<file path="src/rtl/vga_timing_pipe.sv">
// VGA timing generator: free-running h/v counters drive character-buffer read
// addresses, while sync/blank/flags are delayed to line up with returned pixel colour.
module vga_timing_pipe #(
    parameter int unsigned H_ACTIVE = 640,
    parameter int unsigned H_FRONT  = 16,
    parameter int unsigned H_PULSE  = 96,
    parameter int unsigned H_BACK   = 48,
    parameter int unsigned V_ACTIVE = 480,
    parameter int unsigned V_FRONT  = 10,
    parameter int unsigned V_PULSE  = 2,
    parameter int unsigned V_BACK   = 33,
    parameter bit          HS_POL   = 1'b0,
    parameter bit          VS_POL   = 1'b0,
    parameter int unsigned CW_LOG2  = 3,
    parameter int unsigned CH_LOG2  = 3,
    parameter int unsigned READ_LAT = 1,
    localparam int unsigned HT = H_ACTIVE + H_FRONT + H_PULSE + H_BACK,
    localparam int unsigned VT = V_ACTIVE + V_FRONT + V_PULSE + V_BACK,
    localparam int unsigned HW = $clog2(HT),
    localparam int unsigned VW = $clog2(VT)
) (
    input  logic                    clk_25M,
    input  logic                    rst,
    output logic                    read_en,
    output logic [HW-CW_LOG2-1:0]   read_hchar,
    output logic [VW-CH_LOG2-1:0]   read_vchar,
    output logic [CW_LOG2-1:0]      read_hoffset,
    output logic [CH_LOG2-1:0]      read_voffset,
    input  logic [3:0]              pixel_red,
    input  logic [3:0]              pixel_green,
    input  logic [3:0]              pixel_blue,
    output logic [3:0]              VGA_R,
    output logic [3:0]              VGA_G,
    output logic [3:0]              VGA_B,
    output logic                    VGA_HS,
    output logic                    VGA_VS,
    output logic                    frame_start,
    output logic                    line_start
);

    localparam int unsigned HS_ON  = H_ACTIVE + H_FRONT;
    localparam int unsigned HS_OFF = HS_ON + H_PULSE;
    localparam int unsigned VS_ON  = V_ACTIVE + V_FRONT;
    localparam int unsigned VS_OFF = VS_ON + V_PULSE;
    localparam int unsigned NFLAG  = 5;
    localparam int unsigned SRW    = NFLAG * READ_LAT;

    if (READ_LAT < 1 || READ_LAT > 4) begin : g_bad_read_lat
        $error("vga_timing_pipe: READ_LAT must lie in 1..4");
    end
    if ((H_ACTIVE % (1 << CW_LOG2)) != 0 || (V_ACTIVE % (1 << CH_LOG2)) != 0) begin : g_bad_cell
        $error("vga_timing_pipe: active area must be a whole number of character cells");
    end

    logic [HW-1:0]    h_cnt;
    logic [VW-1:0]    v_cnt;
    logic [HW:0]      h_ext;
    logic [VW:0]      v_ext;
    logic             active;
    logic             hs_raw;
    logic             vs_raw;
    logic [NFLAG-1:0] flags_now;
    logic [NFLAG-1:0] flags_out;
    logic [SRW-1:0]   flag_sr;

    // Raster counters; v advances (and both wrap) on the last pixel of a line.
    always_ff @(posedge clk_25M) begin
        if (!rst) begin
            h_cnt <= '0;
            v_cnt <= '0;
        end else if (h_cnt == HW'(HT - 1)) begin
            h_cnt <= '0;
            v_cnt <= (v_cnt == VW'(VT - 1)) ? '0 : v_cnt + VW'(1);
        end else begin
            h_cnt <= h_cnt + HW'(1);
        end
    end

    // One extra bit so a sync window ending exactly at HT/VT still compares correctly.
    assign h_ext  = {1'b0, h_cnt};
    assign v_ext  = {1'b0, v_cnt};
    assign active = (h_cnt < HW'(H_ACTIVE)) && (v_cnt < VW'(V_ACTIVE));
    assign hs_raw = (h_ext >= (HW+1)'(HS_ON)) && (h_ext < (HW+1)'(HS_OFF));
    assign vs_raw = (v_ext >= (VW+1)'(VS_ON)) && (v_ext < (VW+1)'(VS_OFF));

    assign read_en      = active;
    assign read_hchar   = active ? h_cnt[HW-1:CW_LOG2] : '0;
    assign read_hoffset = active ? h_cnt[CW_LOG2-1:0]  : '0;
    assign read_vchar   = active ? v_cnt[VW-1:CH_LOG2] : '0;
    assign read_voffset = active ? v_cnt[CH_LOG2-1:0]  : '0;

    assign flags_now = {active, hs_raw, vs_raw,
                        (h_cnt == '0) && (v_cnt == '0),
                        (h_cnt == '0) && (v_cnt < VW'(V_ACTIVE))};
    assign flags_out = flag_sr[SRW-1 -: NFLAG];

    // Flags ride a READ_LAT-deep shift register so they meet the pixel returned for them.
    always_ff @(posedge clk_25M) begin
        if (!rst) begin
            flag_sr     <= '0;
            VGA_R       <= 4'h0;
            VGA_G       <= 4'h0;
            VGA_B       <= 4'h0;
            VGA_HS      <= ~HS_POL;
            VGA_VS      <= ~VS_POL;
            frame_start <= 1'b0;
            line_start  <= 1'b0;
        end else begin
            flag_sr     <= SRW'({flag_sr, flags_now});
            VGA_R       <= flags_out[4] ? pixel_red   : 4'h0;
            VGA_G       <= flags_out[4] ? pixel_green : 4'h0;
            VGA_B       <= flags_out[4] ? pixel_blue  : 4'h0;
            VGA_HS      <= flags_out[3] ? HS_POL : ~HS_POL;
            VGA_VS      <= flags_out[2] ? VS_POL : ~VS_POL;
            frame_start <= flags_out[1];
            line_start  <= flags_out[0];
        end
    end

endmodule

</file>
<file path="config.mk">
export PLATFORM = sky130hd
export DESIGN_NAME = vga_timing_pipe
export DESIGN_NICKNAME = d
export VERILOG_FILES = /design/src/rtl/vga_timing_pipe.sv
export SDC_FILE = /design/constraint.sdc
export NUM_CORES = 1
export LEC_CHECK = 0
export CORE_ASPECT_RATIO = 2
export CORE_UTILIZATION = 46
export DETAILED_ROUTE_END_ITERATION = 10
export GPL_ROUTABILITY_DRIVEN = 1
export GPL_TIMING_DRIVEN = 0
export PLACE_DENSITY = 0.75
export SLEW_MARGIN = 20
export SYNTH_ARGS = -nofsm -noshare
export SYNTH_HDL_FRONTEND = slang
export SYNTH_SLANG_ARGS = --single-unit
</file>
<file path="constraint.sdc">
create_clock -name clk_25M -period 2.4 [get_ports clk_25M]
set_clock_uncertainty 0.2 [all_clocks]
set_input_delay 0.6 -clock clk_25M [delete_from_list [all_inputs] [get_ports clk_25M]]
set_output_delay 0.6 -clock clk_25M [all_outputs]
set_load 0.005 [all_outputs]
</file>
==> results by group <==
Outcome
  – Status: complete, but fails checks
  – Failing checks: setup timing

Floorplanning
  – # IOs: 51
  – Die area: 4050 µm²
  – Placement Rows: 31
  – Die W: 45.5 µm
  – CORE AREA: 3610 µm²
  – DIE HEIGHT: between 80 and 90 µm
  – Starting Density: 48.2%

Yosys
  – Syn_nets: 212
  – Largest area contributor in the netlist: dfxtp_1
  – Yosys cell types: 33
  – Synth Register Bits: 41
  – Mapped cell area: approximately 1700 µm²
  – Ys Warns: 0
  – Synth Instances: 193
  – Seq/Total Area, Yosys: 47.2%
  – Yosys top cell area share: 47.2%
  – Syn avg cell area: ~9.0 µm²
  – Area contributors post-synth: dfxtp_1 47%, and2_1 7.6%, and3_1 5.4%

Placement
  – HPWL Detailed: 2960 µm
  – Placed cell count: roughly 290
  – Dpl ws: -0.414 ns
  – Final Wtd Congestion: 0.836
  – Port buffer count: 49

Detailed routing
  – Total Wirelength: 4770 µm
  – DR WL/cell: 14.9 µm
  – Starting DRT DRC Count: 25
  – Via count: about 1700
  – Drt drc: 0
  – Vias per cell: 5.18
  – Routed Antenna Nets: 0
  – Detailed Routing Iterations Pass 1: 4

Worst setup path
  – Slowest stage cell on the critical path: dfxtp_4
  – Crit path cell chain: nand4_1 > nand2b_1 > a21oi_4 > clkbuf_8 > buf_12 > buf_6 > and2_4 > buf_6
  – CP max FO: 4
  – CP Data Required Time: 1.60 ns
  – Setup Crit Path Kind: reg2out
  – CP dominant cell by count: buf_6
  – CP peak stage delay: 0.35 ns
  – CP top delay family: buffers and inverters
  – Setup crit end kind: output port
  – Buffers & Inverters on Critical Path: 4
  – Arrival time at the worst endpoint: 1.68 ns
  – Startpoint class of the critical path: flop

Global route
  – Largest net degree at the start of global routing: 14
  – Gr ovfl total: 0
  – Initial antenna violation count: 0
  – Vias in the first global route: 1563
  – First-pass GRT wire length: 7290 µm
  – Gr usage total: 25.7%

Worst hold path
  – Hold Path Class: reg2reg

Power
  – Static leakage: roughly 0.0011 µW
  – Power Dens Cells: 514 nW/µm²
  – Design Power: 1380 µW
  – Peak supply drop: a little under 0.6 mV

Timing
  – RSZ-0062 raised after global routing: yes
  – Final period util: 103%
  – Final Critical Period: 2.48 ns
  – Final WS setup: -0.0839 ns
  – Fin. Hold Viols: 0
  – Peak Freq: 403 MHz
  – Max-slew violation total from the final report: 0
  – Setup tns final: -0.247 ns
  – Final-report setup violation count: 4

Finish
  – Most frequent cells in the layout: 35 x dfxtp_1, 29 x clkdlybuf4s50_1, 21 x buf_6
  – Synth-to-Final Area Change: 55.0%
  – Multi-input logic area: 900 µm²
  – Fraction of final layout cells sized beyond drive strength 1: 28.8%
  – Commonest non-fill, non-tap cell in the layout: dfxtp_1
  – Register area: 841 µm²
  – Diodes inserted: 0
  – Final cell count without fillers: 320
  – Fillers: approximately 270
  – Nets: 289
  – Util after Layout: approximately three quarters

Clock tree
  – Root buffer cell: clkbuf_8
  – Worst-path clk slew: roughly 0.080 ns
  – Clk sinks: 41
  – CTS max path bufs: 2
  – H-tree depth: 2
  – Clk_lat worst skew: 0.30 ns
  – CTS tree: done
  – Cts bufs inserted: 5

Job
  – MaxCap Viol Count: 0
## power by group
part           switching, µW  internal [µW]  leakage, µW  total, µW
combinational           34.8           62.5     0.000738       97.3
sequential              11.2            693     0.000339        704
clock                    245            338    0.0000574        583
## repair_timing
item,CTS,global route
gates resized for setup,116,18
buffers inserted,22,2
endpoints found under the setup margin,20,26
pin swaps,8,1
hold buffers,0,0
gates cloned,2,0
## area by class of cell
type | count | area share (%)
multi-input cells | 134 | 33.4
flip-flops and latches | 41 | 31.2
repair buffers | 72 | 25.5
clock buffers | 6 | 3.06
well taps | 49 | 2.27
plain buffers | 9 | 2.18
clock inverters | 2 | 1.39
inverters | 7 | 0.975
## final timing paths
path,startpoint,to,slack [ns],cells past startpoint
min,flag_sr[3]$_SDFF_PN0_,VGA_HS$_SDFF_PN1_,0.18,1
max reg2reg,h_cnt[4]$_SDFF_PP0_,v_cnt[2]$_SDFFE_PN0N_,0.12,5
max,v_cnt[6]$_SDFFE_PN0N_,read_vchar[1],-0.08,8
min reg2reg,flag_sr[3]$_SDFF_PN0_,VGA_HS$_SDFF_PN1_,0.18,1
## per-stage QoR
stage               area, µm²  hold slack, ns
floorplan                1740           0.143
global placement         2290           0.144
detailed placement       2290           0.148
CTS                      2650           0.171
global route             2700           0.189
finish                   2700           0.176
## cell usage after synthesis
| library cell | instances |
|---|---|
| a21oi_1 | 4 |
| a31oi_1 | 1 |
| and2_1 | 21 |
| and3_1 | 15 |
| and4_1 | 1 |
| buf_2 | 1 |
| buf_4 | 1 |
| clkbuf_1 | 9 |
| conb_1 | 1 |
| dfxtp_1 | 41 |
| ha_1 | 5 |
| inv_1 | 7 |
| mux2i_1 | 2 |
| nand2_1 | 11 |
| nand2b_1 | 2 |
| nand3_1 | 8 |
| nand3b_1 | 1 |
| nand4_1 | 5 |
| nand4b_1 | 2 |
| nor2_1 | 17 |
| nor2b_1 | 1 |
| nor3_1 | 6 |
| nor4_1 | 6 |
| nor4b_1 | 1 |
| o211ai_1 | 1 |
| o21ai_0 | 3 |
| o31ai_4 | 1 |
| or2_2 | 1 |
| or3_1 | 3 |
| or3b_1 | 1 |
| or4_4 | 1 |
| xnor2_1 | 7 |
| xor2_1 | 6 |
## registers in the layout (all words and copies together) (netlist names)
signal / cells
VGA_B: 4
flag_sr: 5
VGA_G: 4
VGA_R: 4
VGA_HS: 1
frame_start: 1
v_cnt: 10
line_start: 1
VGA_VS: 1
h_cnt: 10
## metal layers
layer	global-route usage (%)	wire [µm]	vias up
met1	24.5	1640	777
met2	46.2	2660	61
met5	0	0	-
li1	-	-	803
met3	5.45	229	15
met4	17.4	244	0
## logic make-up after synthesis
| family | count (synthesis) | share of synthesized area, % |
|---|---|---|
| AND/OR/NAND/NOR | 103 | 33.1 |
| flip-flops | 41 | 47.2 |
| buffers and inverters | 18 | 4.17 |
| XOR/XNOR | 13 | 6.55 |
| AO/OA/AOI/OAI | 10 | 4.03 |
| adder cells (fa/ha/maj) | 5 | 3.60 |
| multiplexers | 2 | 1.15 |
| other | 1 | 0.216 |
Note: power is estimated with default switching activity, not from simulation.
